`src/rtl/quad_step_decoder.sv`:
```
// Quadrature step decoder: synchronises qa/qb, decodes x4 Gray transitions into a position count.
// Optional glitch filter on the synchronised phases is enabled with `define QDEC_FILTER_EN.
module quad_step_decoder #(
  parameter int WIDTH       = 4,
  parameter int SYNC_STAGES = 2,
  parameter int WRAP        = 1,
  parameter int FILT_LEN    = 3
) (
  input  logic             clkpulse,
  input  logic             rst,
  input  logic             qa,
  input  logic             qb,
  input  logic             en,
  input  logic             clr_err,
  output logic [WIDTH-1:0] led,
  output logic             step,
  output logic             dir,
  output logic             err
);

`ifdef QDEC_FILTER_EN
  localparam bit FILT_EN = 1'b1;
`else
  localparam bit FILT_EN = 1'b0;
`endif
  // INIT must also flush the filter so prev is loaded with a settled phase value.
  localparam int INIT_LEN = SYNC_STAGES + (FILT_EN ? FILT_LEN : 0);
  localparam int CNT_W    = $clog2(INIT_LEN + 1);

  typedef enum logic {INIT, TRACK} state_t;

  state_t                 state, state_nxt;
  logic [CNT_W-1:0]       cnt, cnt_nxt;
  logic [1:0]             prev, prev_nxt;
  logic [WIDTH-1:0]       led_nxt;
  logic                   step_nxt, dir_nxt, err_nxt;
  logic [SYNC_STAGES-1:0] sync_a, sync_b;
  logic [1:0]             raw, s, diff;
  logic [WIDTH:0]         up_res, dn_res;

  function automatic logic [1:0] gray_idx(input logic [1:0] g);
    return {g[1], g[1] ^ g[0]};
  endfunction

  // Returns {moved, new_position}; moved=0 when saturation holds the count.
  function automatic logic [WIDTH:0] next_pos(input logic [WIDTH-1:0] pos, input logic up);
    logic [WIDTH-1:0] nxt;
    logic             at_lim;
    nxt    = up ? pos + 1'b1 : pos - 1'b1;
    at_lim = up ? (pos == {WIDTH{1'b1}}) : (pos == '0);
    if (WRAP == 0 && at_lim) return {1'b0, pos};
    return {1'b1, nxt};
  endfunction

  // Stage: synchroniser
  always_ff @(posedge clkpulse or posedge rst) begin
    if (rst) begin
      sync_a <= '0;
      sync_b <= '0;
    end else begin
      sync_a <= {sync_a[SYNC_STAGES-2:0], qa};
      sync_b <= {sync_b[SYNC_STAGES-2:0], qb};
    end
  end

  assign raw = {sync_a[SYNC_STAGES-1], sync_b[SYNC_STAGES-1]};

`ifdef QDEC_FILTER_EN
  localparam int FC_W = (FILT_LEN > 1) ? $clog2(FILT_LEN) : 1;

  logic [FC_W-1:0] fcnt [2];
  logic [1:0]      filt;

  // Stage: per-bit glitch filter
  always_ff @(posedge clkpulse or posedge rst) begin
    if (rst) begin
      filt    <= '0;
      fcnt[0] <= '0;
      fcnt[1] <= '0;
    end else begin
      for (int i = 0; i < 2; i++) begin
        if (raw[i] == filt[i]) begin
          fcnt[i] <= '0;
        end else if (fcnt[i] == FC_W'(FILT_LEN - 1)) begin
          filt[i] <= raw[i];
          fcnt[i] <= '0;
        end else begin
          fcnt[i] <= fcnt[i] + 1'b1;
        end
      end
    end
  end

  assign s = filt;
`else
  assign s = raw;
`endif

  // Stage: transition decode and position update
  assign diff   = gray_idx(s) - gray_idx(prev);
  assign up_res = next_pos(led, 1'b1);
  assign dn_res = next_pos(led, 1'b0);

  always_comb begin
    state_nxt = state;
    cnt_nxt   = cnt;
    prev_nxt  = prev;
    led_nxt   = led;
    step_nxt  = 1'b0;
    dir_nxt   = dir;
    err_nxt   = err & ~clr_err;
    case (state)
      INIT: begin
        if (cnt == CNT_W'(INIT_LEN)) begin
          prev_nxt  = s;
          state_nxt = TRACK;
        end else begin
          cnt_nxt = cnt + 1'b1;
        end
      end
      TRACK: begin
        prev_nxt = s;
        case (diff)
          2'd1: begin
            dir_nxt = 1'b1;
            if (en && up_res[WIDTH]) begin
              led_nxt  = up_res[WIDTH-1:0];
              step_nxt = 1'b1;
            end
          end
          2'd3: begin
            dir_nxt = 1'b0;
            if (en && dn_res[WIDTH]) begin
              led_nxt  = dn_res[WIDTH-1:0];
              step_nxt = 1'b1;
            end
          end
          2'd2:    err_nxt = 1'b1;
          default: ;
        endcase
      end
      default: state_nxt = INIT;
    endcase
  end

  always_ff @(posedge clkpulse or posedge rst) begin
    if (rst) begin
      state <= INIT;
      cnt   <= '0;
      prev  <= 2'b00;
      led   <= '0;
      step  <= 1'b0;
      dir   <= 1'b0;
      err   <= 1'b0;
    end else begin
      state <= state_nxt;
      cnt   <= cnt_nxt;
      prev  <= prev_nxt;
      led   <= led_nxt;
      step  <= step_nxt;
      dir   <= dir_nxt;
      err   <= err_nxt;
    end
  end

endmodule

```
`config.mk`:
```
export PLATFORM = sky130hd
export DESIGN_NAME = quad_step_decoder
export DESIGN_NICKNAME = d
export VERILOG_FILES = /design/src/rtl/quad_step_decoder.sv
export SDC_FILE = /design/constraint.sdc
export NUM_CORES = 1
export LEC_CHECK = 0
export CAP_MARGIN = 20
export CORE_MARGIN = 2
export CORE_UTILIZATION = 43
export DETAILED_ROUTE_END_ITERATION = 8
export PLACE_DENSITY_LB_ADDON = 0.3
export SYNTH_ARGS = -nofsm -noshare
export SYNTH_HDL_FRONTEND = slang
export SYNTH_SLANG_ARGS = --single-unit
```
`constraint.sdc`:
```
create_clock -name clkpulse -period 2 [get_ports clkpulse]
set_input_delay 0.6 -clock clkpulse [delete_from_list [all_inputs] [get_ports clkpulse]]
set_output_delay 0.6 -clock clkpulse [all_outputs]
set_load 0.05 [all_outputs]
```
# Word-level counts from Yosys, hierarchy flattened
# Index checks and enable logic that the tools add are counted.
# classes
addsub	4
n_eq_ne	7
mux	13
n_bitwise	6
n_reduce_logical	5
# op_table
cell	count
2-to-1 mux 4 bit	2
case mux 4 bit (2 select lines)	1
2-to-1 mux 1 bit	7
equality test 2 bit, second input constant	3
inequality test 2 bit, second input constant	3
adder 4 x 1 -> 4 bit, second input constant	1
case mux 2 bit (2 select lines)	1
AND reduction 2 bit	2
AND reduction 4 bit	1
subtractor 4 x 1 -> 4 bit, second input constant	1
inverter 1 bit	3
adder 2 x 1 -> 2 bit, second input constant	1
equality test 2 x 1 -> 1 bit, second input constant	1
2-to-1 mux 2 bit	1
case mux 1 bit (2 select lines)	1
nonzero test 2 bit	1
OR reduction 2 bit	1
subtractor 2 bit	1
bitwise XOR 1 bit	2
AND 1 bit	1
# totals
regBits	16
out_inout_bits	7
wordCells	44

# Depth between registers and ports, before layout
# Gate-level depths: netlist (run 1).
# depth
word_depth	6
ltp_mapped	9
depth_no_buf	9

# Least setup slack after synthesis (run 1)
# OpenSTA, ideal clock, no wires.
# synth_timing
path_kind	flip-flop to flip-flop
from	reg prev[1]
to	reg led[2]
arrival_time_ps	2056
required_time_ps	1918
slack_ps	-138
path_stages_with_launch	10
n_path_buf	0
cell_sequence	dfrtp_1 > xor2_1 > ha_1 > xor3_1 > nor2b_4 > xor2_1 > ha_1 > or3_1 > mux2i_1 > xor2_1
# synth_between
elab_chain_cells	5
elab_cells_between_ends	9
classes_between	add/sub: 1; eq/ne: 4; mux: 1; bitwise: 1; reduce/logical: 2
# synth_rtl
element	line_no	text
from (decl)	34	logic [1:0] prev, prev_nxt;
from (signal assigned)	158	prev <= prev_nxt;
bitwise XOR 1 bit	42	return {g[1], g[1] ^ g[0]};
subtractor 2 bit *	100	assign diff = gray_idx(s) - gray_idx(prev);
equality test 2 x 1 -> 1 bit or equality test 2 bit (tied branches)	123	case (diff)
inequality test 2 bit (no source line) or nonzero test 2 bit (tied branches)	-	
AND reduction 4 bit (no source line)	-	
to (signal assigned)	159	led <= led_nxt;
to (decl)	15	output logic [WIDTH-1:0] led,
# Every way passes the cells marked *; elsewhere a longest branch is shown, timed or not.
# A chain may end at the register's enable or synchronous reset.

# Worst setup path after layout (run 1)
# layout_timing
from	reg sync_a[1]
to	reg led[2]
# layout_between
elab_chain_cells	5
elab_cells_between_ends	9
classes_between	add/sub: 1; eq/ne: 4; mux: 1; bitwise: 1; reduce/logical: 2
# layout_rtl
element	line_no	text
from (decl)	37	logic [SYNC_STAGES-1:0] sync_a, sync_b;
from (signal assigned)	61	sync_a <= {sync_a[SYNC_STAGES-2:0], qa};
bitwise XOR 1 bit	42	
subtractor 2 bit *	100	
equality test 2 x 1 -> 1 bit or equality test 2 bit (tied branches)	123	
inequality test 2 bit (no source line) or nonzero test 2 bit (tied branches)	-	
AND reduction 4 bit (no source line)	-	
# Marked as above.

==> results of run 1 <==
==> placed cells by master (no fill, tap or decap) <==
| cell | instances |
|---|---|
| or4_1 | 1 |
| nand2_1 | 6 |
| clkdlybuf4s50_1 | 5 |
| mux2i_1 | 2 |
| nor2_1 | 1 |
| nand4_1 | 1 |
| dfrtp_1 | 16 |
| buf_4 | 14 |
| or3_1 | 1 |
| xor3_1 | 1 |
| ha_2 | 2 |
| nand3b_4 | 1 |
| inv_1 | 5 |
| nor2b_4 | 1 |
| xor2_1 | 4 |
| ha_1 | 1 |
| o21ai_0 | 3 |
| xnor2_1 | 3 |
| nand3_1 | 1 |
| clkbuf_4 | 3 |
| mux2_2 | 2 |
| clkbuf_8 | 1 |
| nand2b_1 | 1 |
==> layer usage <==
layer	track usage, %	part of all wire, %	wire (um)	vias to the layer above
met1	15.7	42	450	222
met3	3.67	5.2	55	5
met2	19.4	48	504	10
li1	-	-	-	221
met4	14.5	4.8	51	0
met5	0	0	0	-
==> sequential cells by signal (all words and copies together) (netlist names) <==
register	count
err	1
sync_a	2
led	4
prev	2
step	1
dir	1
sync_b	2
cnt	2
state	1
==> synthesized netlist by cell type <==
cell	n
dfrtp_1	16
nand2_1	6
inv_1	5
xor2_1	4
ha_1	3
o21ai_0	3
xnor2_1	3
mux2_2	2
mux2i_1	2
nand2b_1	1
nand3_1	1
nand3b_4	1
nand4_1	1
nor2_1	1
nor2b_4	1
or3_1	1
or4_1	1
xor3_1	1
==> worst max path at each step <==
stage	from	cells after the start	end	slack (ns)
detailed placement	sync_b[1]	9	led[2]	-0.17
floorplan	prev[1]	9	led[2]	-0.09
finish	sync_a[1]	9	led[2]	-0.16
CTS	sync_a[1]	9	led[2]	-0.18
global placement	sync_b[1]	9	led[2]	-0.11
global route	sync_a[1]	9	led[2]	-0.30
==> cell type report <==
type	count	area (um2)	area share, %
clock buffer	4	36.3	4.00
tap	16	20.0	2.21
timing repair buffer	19	155	17.1
inverter	5	18.8	2.07
sequential	16	400	44.1
multi-input combinational	32	277	30.5
==> where the power goes <==
group | leakage [nW] | internal [mW] | total, mW | switching, mW
Sequential | 0.187 | 0.386 | 0.447 | 0.0603
Combinational | 0.232 | 0.183 | 0.483 | 0.300
Clock | 0.0210 | 0.111 | 0.213 | 0.103
==> logic make-up after synthesis <==
logic type / synth area share, %
mux: 6.16
compound gates: 2.17
fa+ha+maj: 5.44
buf+inv: 2.72
xor+xnor: 12.3
flops: 58.0
simple gates: 13.2
==> critical path, delay by kind of cell, from the launching register on <==
| family | cells | cell delay (ns) |
|---|---|---|
| adder cells (fa/ha/maj) | 2 | 0.37 |
| XOR/XNOR | 4 | 0.71 |
| multiplexers | 1 | 0.17 |
| flip-flops | 1 | 0.40 |
| AND/OR/NAND/NOR | 2 | 0.45 |
==> flow_summary_export.csv, run 1 <==
group,metric,value,unit
outcome,status,"finished, violations left",
outcome,failed_checks,"negative setup slack",
timing,slew_viol_final,0,
worst_hold_path,hold_end,"sync_b[1]",
critical_path,worst_path_largest_cell_delay,0.40,ns
global_route,grt_remaining_overflow,0,
layout,post-route-util,60.2,%
critical_path,cp_data_required_time,2.22,ns
timing,tns,-0.157,ns
die,die_x,44.1,um
placement,place_area,871,um2
worst_hold_path,min_path_cells,0,
global_route,track_usage,13.6,%
timing,setup_viol,1,
pwr,p_per_area,1260,mW/mm2
synth,syn_nets,62,
job,max_cap_viol_count,0,
clock_tree,cts-root-buf,"clkbuf_4",
timing,finalCriticalPeriod,2.16,ns
timing,fmax,464,MHz
timing,relSlewSlack,78.1,%
clock_tree,clock_latency,0.29,ns
die,rows,14,
worst_hold_path,hp-class,"flip-flop to flip-flop",
critical_path,crit_path_end_kind,"flip-flop",
synth,yosysTopAreaCell,"dfrtp_1",
die,io_pins,13,
synth,ys_seq_area_share,58.0,%
synth,syn_area,691,um2
routing,drt-initial-drc-count,2,
routing,wl_per_cell,11.5,um
timing,grt_setup_unrepaired,"true",
critical_path,regToRegSetupSlack,-0.16,ns
critical_path,rr_worst_depth,9,
critical_path,worstPathArrival,2.38,ns
clock_tree,clkTransAtPathRegs,0.09,ns
pwr,total_leakage_power,0.439,nW
critical_path,r2r_start,"sync_a[1]",
pwr,ir_drop,0.957,mV
timing,tightest_slew,0.327,ns
global_route,grt_start_max_net_pins,17,
critical_path,start_kind,"flip-flop",
global_route,grt_pass1_vias,406,
routing,dr.pass1.iters,2,
clock_tree,cts_tree,"built",
clock_tree,ctsHoldBuffers,0,
synth,synth_seq_cells,16,
timing,holdWs,0.357,ns
routing,antenna_left,0,
placement,place_inst,88,
critical_path,worstPathMaxFanout,2,
clock_tree,cts_resized,0,
critical_path,crit_slowest_cell,"dfrtp_1",
timing,finalHoldViolations,0,
routing,vias,458,
synth,synth_cells,53,
die,dieArea,0.00194,mm2
routing,wirelength,1060,um
synth,avgSynthCellArea,13.0,um2
clock_tree,cts_buffers,3,
synth,synth_top_area_share,58.0,%
routing,via_per_inst,4.98,
synth,synth_cell_types,18,
timing,skew,0.00158,ns
layout,syn2layout_area_growth,31.3,%
die,die_h,44.1,um
layout,layout.nets,86,
global_route,grt_antenna_before_repair,0,
synth,synth_warnings,0,
pwr,p_total,1.14,mW
critical_path,r2r-end,"led[2]",
placement,gp_congestion,0.725,
clock_tree,htree_levels,1,
worst_hold_path,hp-start,"sync_b[0]",
layout,fillers,121,
placement,dp_hpwl,821,um
timing,worst_slack,-0.157,ns
synth,synth_area_leaders,"dfrtp_1, ha_1, xor2_1, xnor2_1, xor3_1",
timing,fin_crit_sh,108,%
layout,drive_gt1_share,31.6,%
routing,drc,0,
die,core-area,0.00151,mm2
die,initial_core_util,45.8,%
clock_tree,cts_setup_buffers,0,
layout,final_area,907,um2
placement,place_ws,-0.168,ns
layout,stdcell_count,92,
clock_tree,clock_sinks,16,
clock_tree,cts_buffer_depth,2,
global_route,grt_pass1_wl,1770,um
layout,diodes,0,
critical_path,crit_type,"flip-flop to flip-flop",
placement,portBuffers,12,
critical_path,cp_cell_sequence,"xnor2_1, ha_2, xor3_1, nor2b_4, xor2_1, ha_2, or3_1, mux2i_1, xor2_1",
No activity file was read; power rests on OpenSTA's default activity.
==> run 2: changes to the inputs <==
- ABC_AREA: not set -> 1
- CORE_UTILIZATION: 43 -> 45
==> flow_summary_export.csv, run 2 <==
group,metric,value,unit
synth,avgSynthCellArea,9.41,um2
layout,final_common_cell,"dfrtp_1",
critical_path,worst_path_largest_cell_delay,0.40,ns
synth,synth_top_area_share,50.6,%
timing,fmax,532,MHz
pwr,p_total,1.24,mW
critical_path,crit_slowest_cell,"dfrtp_1",
global_route,grt_start_max_net_pins,12,
routing,topRoutingLayerUsed,"met3",
pwr,switching_power,0.560,mW
placement,place_inst,115,
layout,syn2layout_area_growth,26.7,%
die,io_pins,13,
layout,fillers,148,
synth,syn_area,791,um2
global_route,grt_pass1_wl,2170,um
critical_path,worstPathMaxFanout,3,
layout,layout.nets,117,
routing,dr_wl_met3,58,um
placement,gp_congestion,0.735,
synth,synth_area_leaders,"dfrtp_1, inv_1, nand2_1, ha_1, nand3_4",
routing,antenna_left,0,
critical_path,start_kind,"flip-flop",
synth,yosys.area_share.adder,4.75,%
die,die_h,45.9,um
synth,ys.flop_type,"dfrtp_1",
clock_tree,clkTransAtPathRegs,0.09,ns
timing,setup_viol,0,
synth,synth_warnings,0,
placement,portBuffers,12,
die,initial_core_util,46.8,%
synth,synth.most_common_cell,"dfrtp_1",
critical_path,cp_top_family,"adder cells",
layout,final_cell_mix,"dfrtp_1, inv_1, nand2_1, buf_4, nand2_2",
routing,vias,598,
routing,drc,0,
synth,synth_top_family_by_area,"simple AND/OR/NAND/NOR gates",
global_route,grt_pass1_vias,520,
timing,skew,0.00110,ns
global_route,grt_antenna_before_repair,0,
pwr,p_per_area,1230,mW/mm2
synth,ys_seq_area_share,50.6,%
timing,slew_viol_final,0,
job,max_cap_viol_count,0,
timing,relSlewSlack,78.9,%
timing,fin_crit_sh,94.0,%
routing,drt-met1-wl,629,um
critical_path,cp_data_required_time,2.16,ns
synth,muxShareOfSynthArea,0,%
routing,wl_met2,746,um
pwr,seqPwrFrac,35.4,%
clock_tree,clock_sinks,16,
die,dieArea,0.00211,mm2
pwr,p_sw_share,45.3,%
synth,synth_compound_area_share,5.85,%
routing,wirelength,1430,um
critical_path,critPathMostFrequentCell,"inv_2",
placement,dp_hpwl,1050,um
pwr,clkPwrFrac,13.3,%
timing,finalHoldViolations,0,
global_route,grt_remaining_overflow,0,
clock_tree,cts_buffers,3,
timing,holdWs,0.354,ns
layout,final_area,0.00100,mm2
synth,synth_commonest_cells,"dfrtp_1, inv_1, nand2_1",
synth,synth_xor_area_share,6.65,%
clock_tree,cts_buffer_depth,2,
synth,synth_cells,84,
routing,drt-initial-drc-count,11,
critical_path,path_buf_inv,2,
synth,yosysTopAreaCell,"dfrtp_1",
layout,stdcell_count,123,
die,core-area,0.00169,mm2
timing,grt_setup_unrepaired,"false",
layout,diodes,0,
synth,async_flop_share,100,%
layout,regMostFlops,"led",
layout,drive_gt1_share,32.1,%
synth,syn_nets,93,
synth,synth_cell_types,18,
outcome,status,"finished clean",
clock_tree,cts-root-buf,"clkbuf_4",
placement,place_area,930,um2
global_route,track_usage,14.3,%
timing,finalCriticalPeriod,1.88,ns
critical_path,cp_cell_sequence,"xor2_1, ha_2, inv_2, nand4_1, nand2_1, inv_2, ha_1, a21oi_2, xnor2_1, o21ai_1",
worst_hold_path,hp-class,"flip-flop to flip-flop",
clock_tree,cts_tree,"built",
routing,wl_per_cell,11.7,um
synth,synth-simple-area-share,23.6,%
critical_path,worstPathArrival,2.04,ns
routing,via_per_inst,4.86,
die,rows,15,
clock_tree,htree_levels,1,
timing,tightest_slew,0.315,ns
routing,dr.pass1.iters,4,
layout,seq_area,400,um2
layout,multi_input_area,335,um2
die,die_x,45.9,um
synth,synth_seq_cells,16,
pwr,ir_drop,0.693,mV
clock_tree,clock_latency,0.27,ns
critical_path,crit_path_end_kind,"flip-flop",
pwr,p_int,0.676,mW
synth,synth_edf_count,0,
critical_path,crit_type,"flip-flop to flip-flop",
layout,largest_register_ffs,4,
pwr,p_comb_share,51.4,%
pwr,total_leakage_power,0.532,nW
## run 2: changes by cell type after synthesis, moves of 2 or more
cell / before / now
nand2_2: 0 / 5
nand4_1: 1 / 3
mux2_2: 2 / 0
inv_1: 5 / 15
nand2_1: 6 / 15
o21ai_0: 3 / 5
inv_2: 0 / 3
nand3_1: 1 / 4
mux2i_1: 2 / 0
nand3_4: 0 / 2
## run 2: cell families after synthesis
group                      count (synthesis)
AOI/OAI and AO/OA                          8
and+or+nand+nor                           33
DFF                                       16
xor gates and xnor gates                   6
adders and majority gates                  3
buffers and inverters                     18
## run 2: routing by layer
metal | GRT usage [%] | vias to the layer above
met5 | 0 | -
met4 | 3.43 | 0
met3 | 2.38 | 0
met2 | 22.5 | 13
met1 | 20.3 | 279
li1 | - | 306
## run 2: area by class of cell
type	instances	share of cell area, %
multi-input combinational	50	33.5
clock buffer	3	2.25
timing repair buffer	19	15.5
tap	17	2.12
inverter	18	6.74
sequential	16	40.0
## run 2: power groups by stage
stage | clock (mW) | sequential (mW) | combinational, mW
6_report | 0.164 | 0.437 | 0.635
5_1_grt | 0.187 | 0.447 | 0.690
4_1_cts | 0.169 | 0.436 | 0.601
3_5_place_dp | 0 | 0.442 | 0.597
3_3_place_gp | 0 | 0.441 | 0.584
2_1_floorplan | 0 | 0.625 | 0.259
## run 2: what timing repair did
| action | in CTS | in global routing |
|---|---|---|
| buffers inserted | 0 | 5 |
| pin swaps | 1 | 5 |
| resized for setup | 2 | 2 |
| setup endpoints to repair | 1 | 1 |
| hold buffers | 0 | 0 |
## run 2: per-stage QoR
step / setup slack [ns] / util [%] / setup TNS [ns]
final: 0.120 / 59.3 / 0
after global routing: 0.0186 / 59.3 / 0
after CTS: 0.0106 / 57.0 / 0
after detailed placement: -0.00694 / 55.0 / -0.00694
after global placement: 0.0934 / 55.0 / 0
after floorplan: 0.124 / - / 0
## run 2: path summary, 6_finish.rpt
path                             end  slack [ns]  startpoint  cells after the start
max in group asynchronous     led[2]        1.08         rst                      3
min in group asynchronous  sync_a[0]        0.52         rst                      2
hold reg to reg            sync_a[1]        0.35   sync_a[0]                      0
setup reg to reg              led[2]        0.12     prev[0]                     10
hold / removal             sync_a[1]        0.35   sync_a[0]                      0
setup / recovery              led[2]        0.12     prev[0]                     10
## run 2: worst reg2reg max path: stages, from the launching register on
cell     delay [ns]
dfrtp_1        0.40
xor2_1         0.19
ha_2           0.32
inv_2          0.10
nand4_1        0.13
nand2_1        0.10
inv_2          0.04
ha_1           0.18
a21oi_2        0.12
xnor2_1        0.12
o21ai_1        0.07
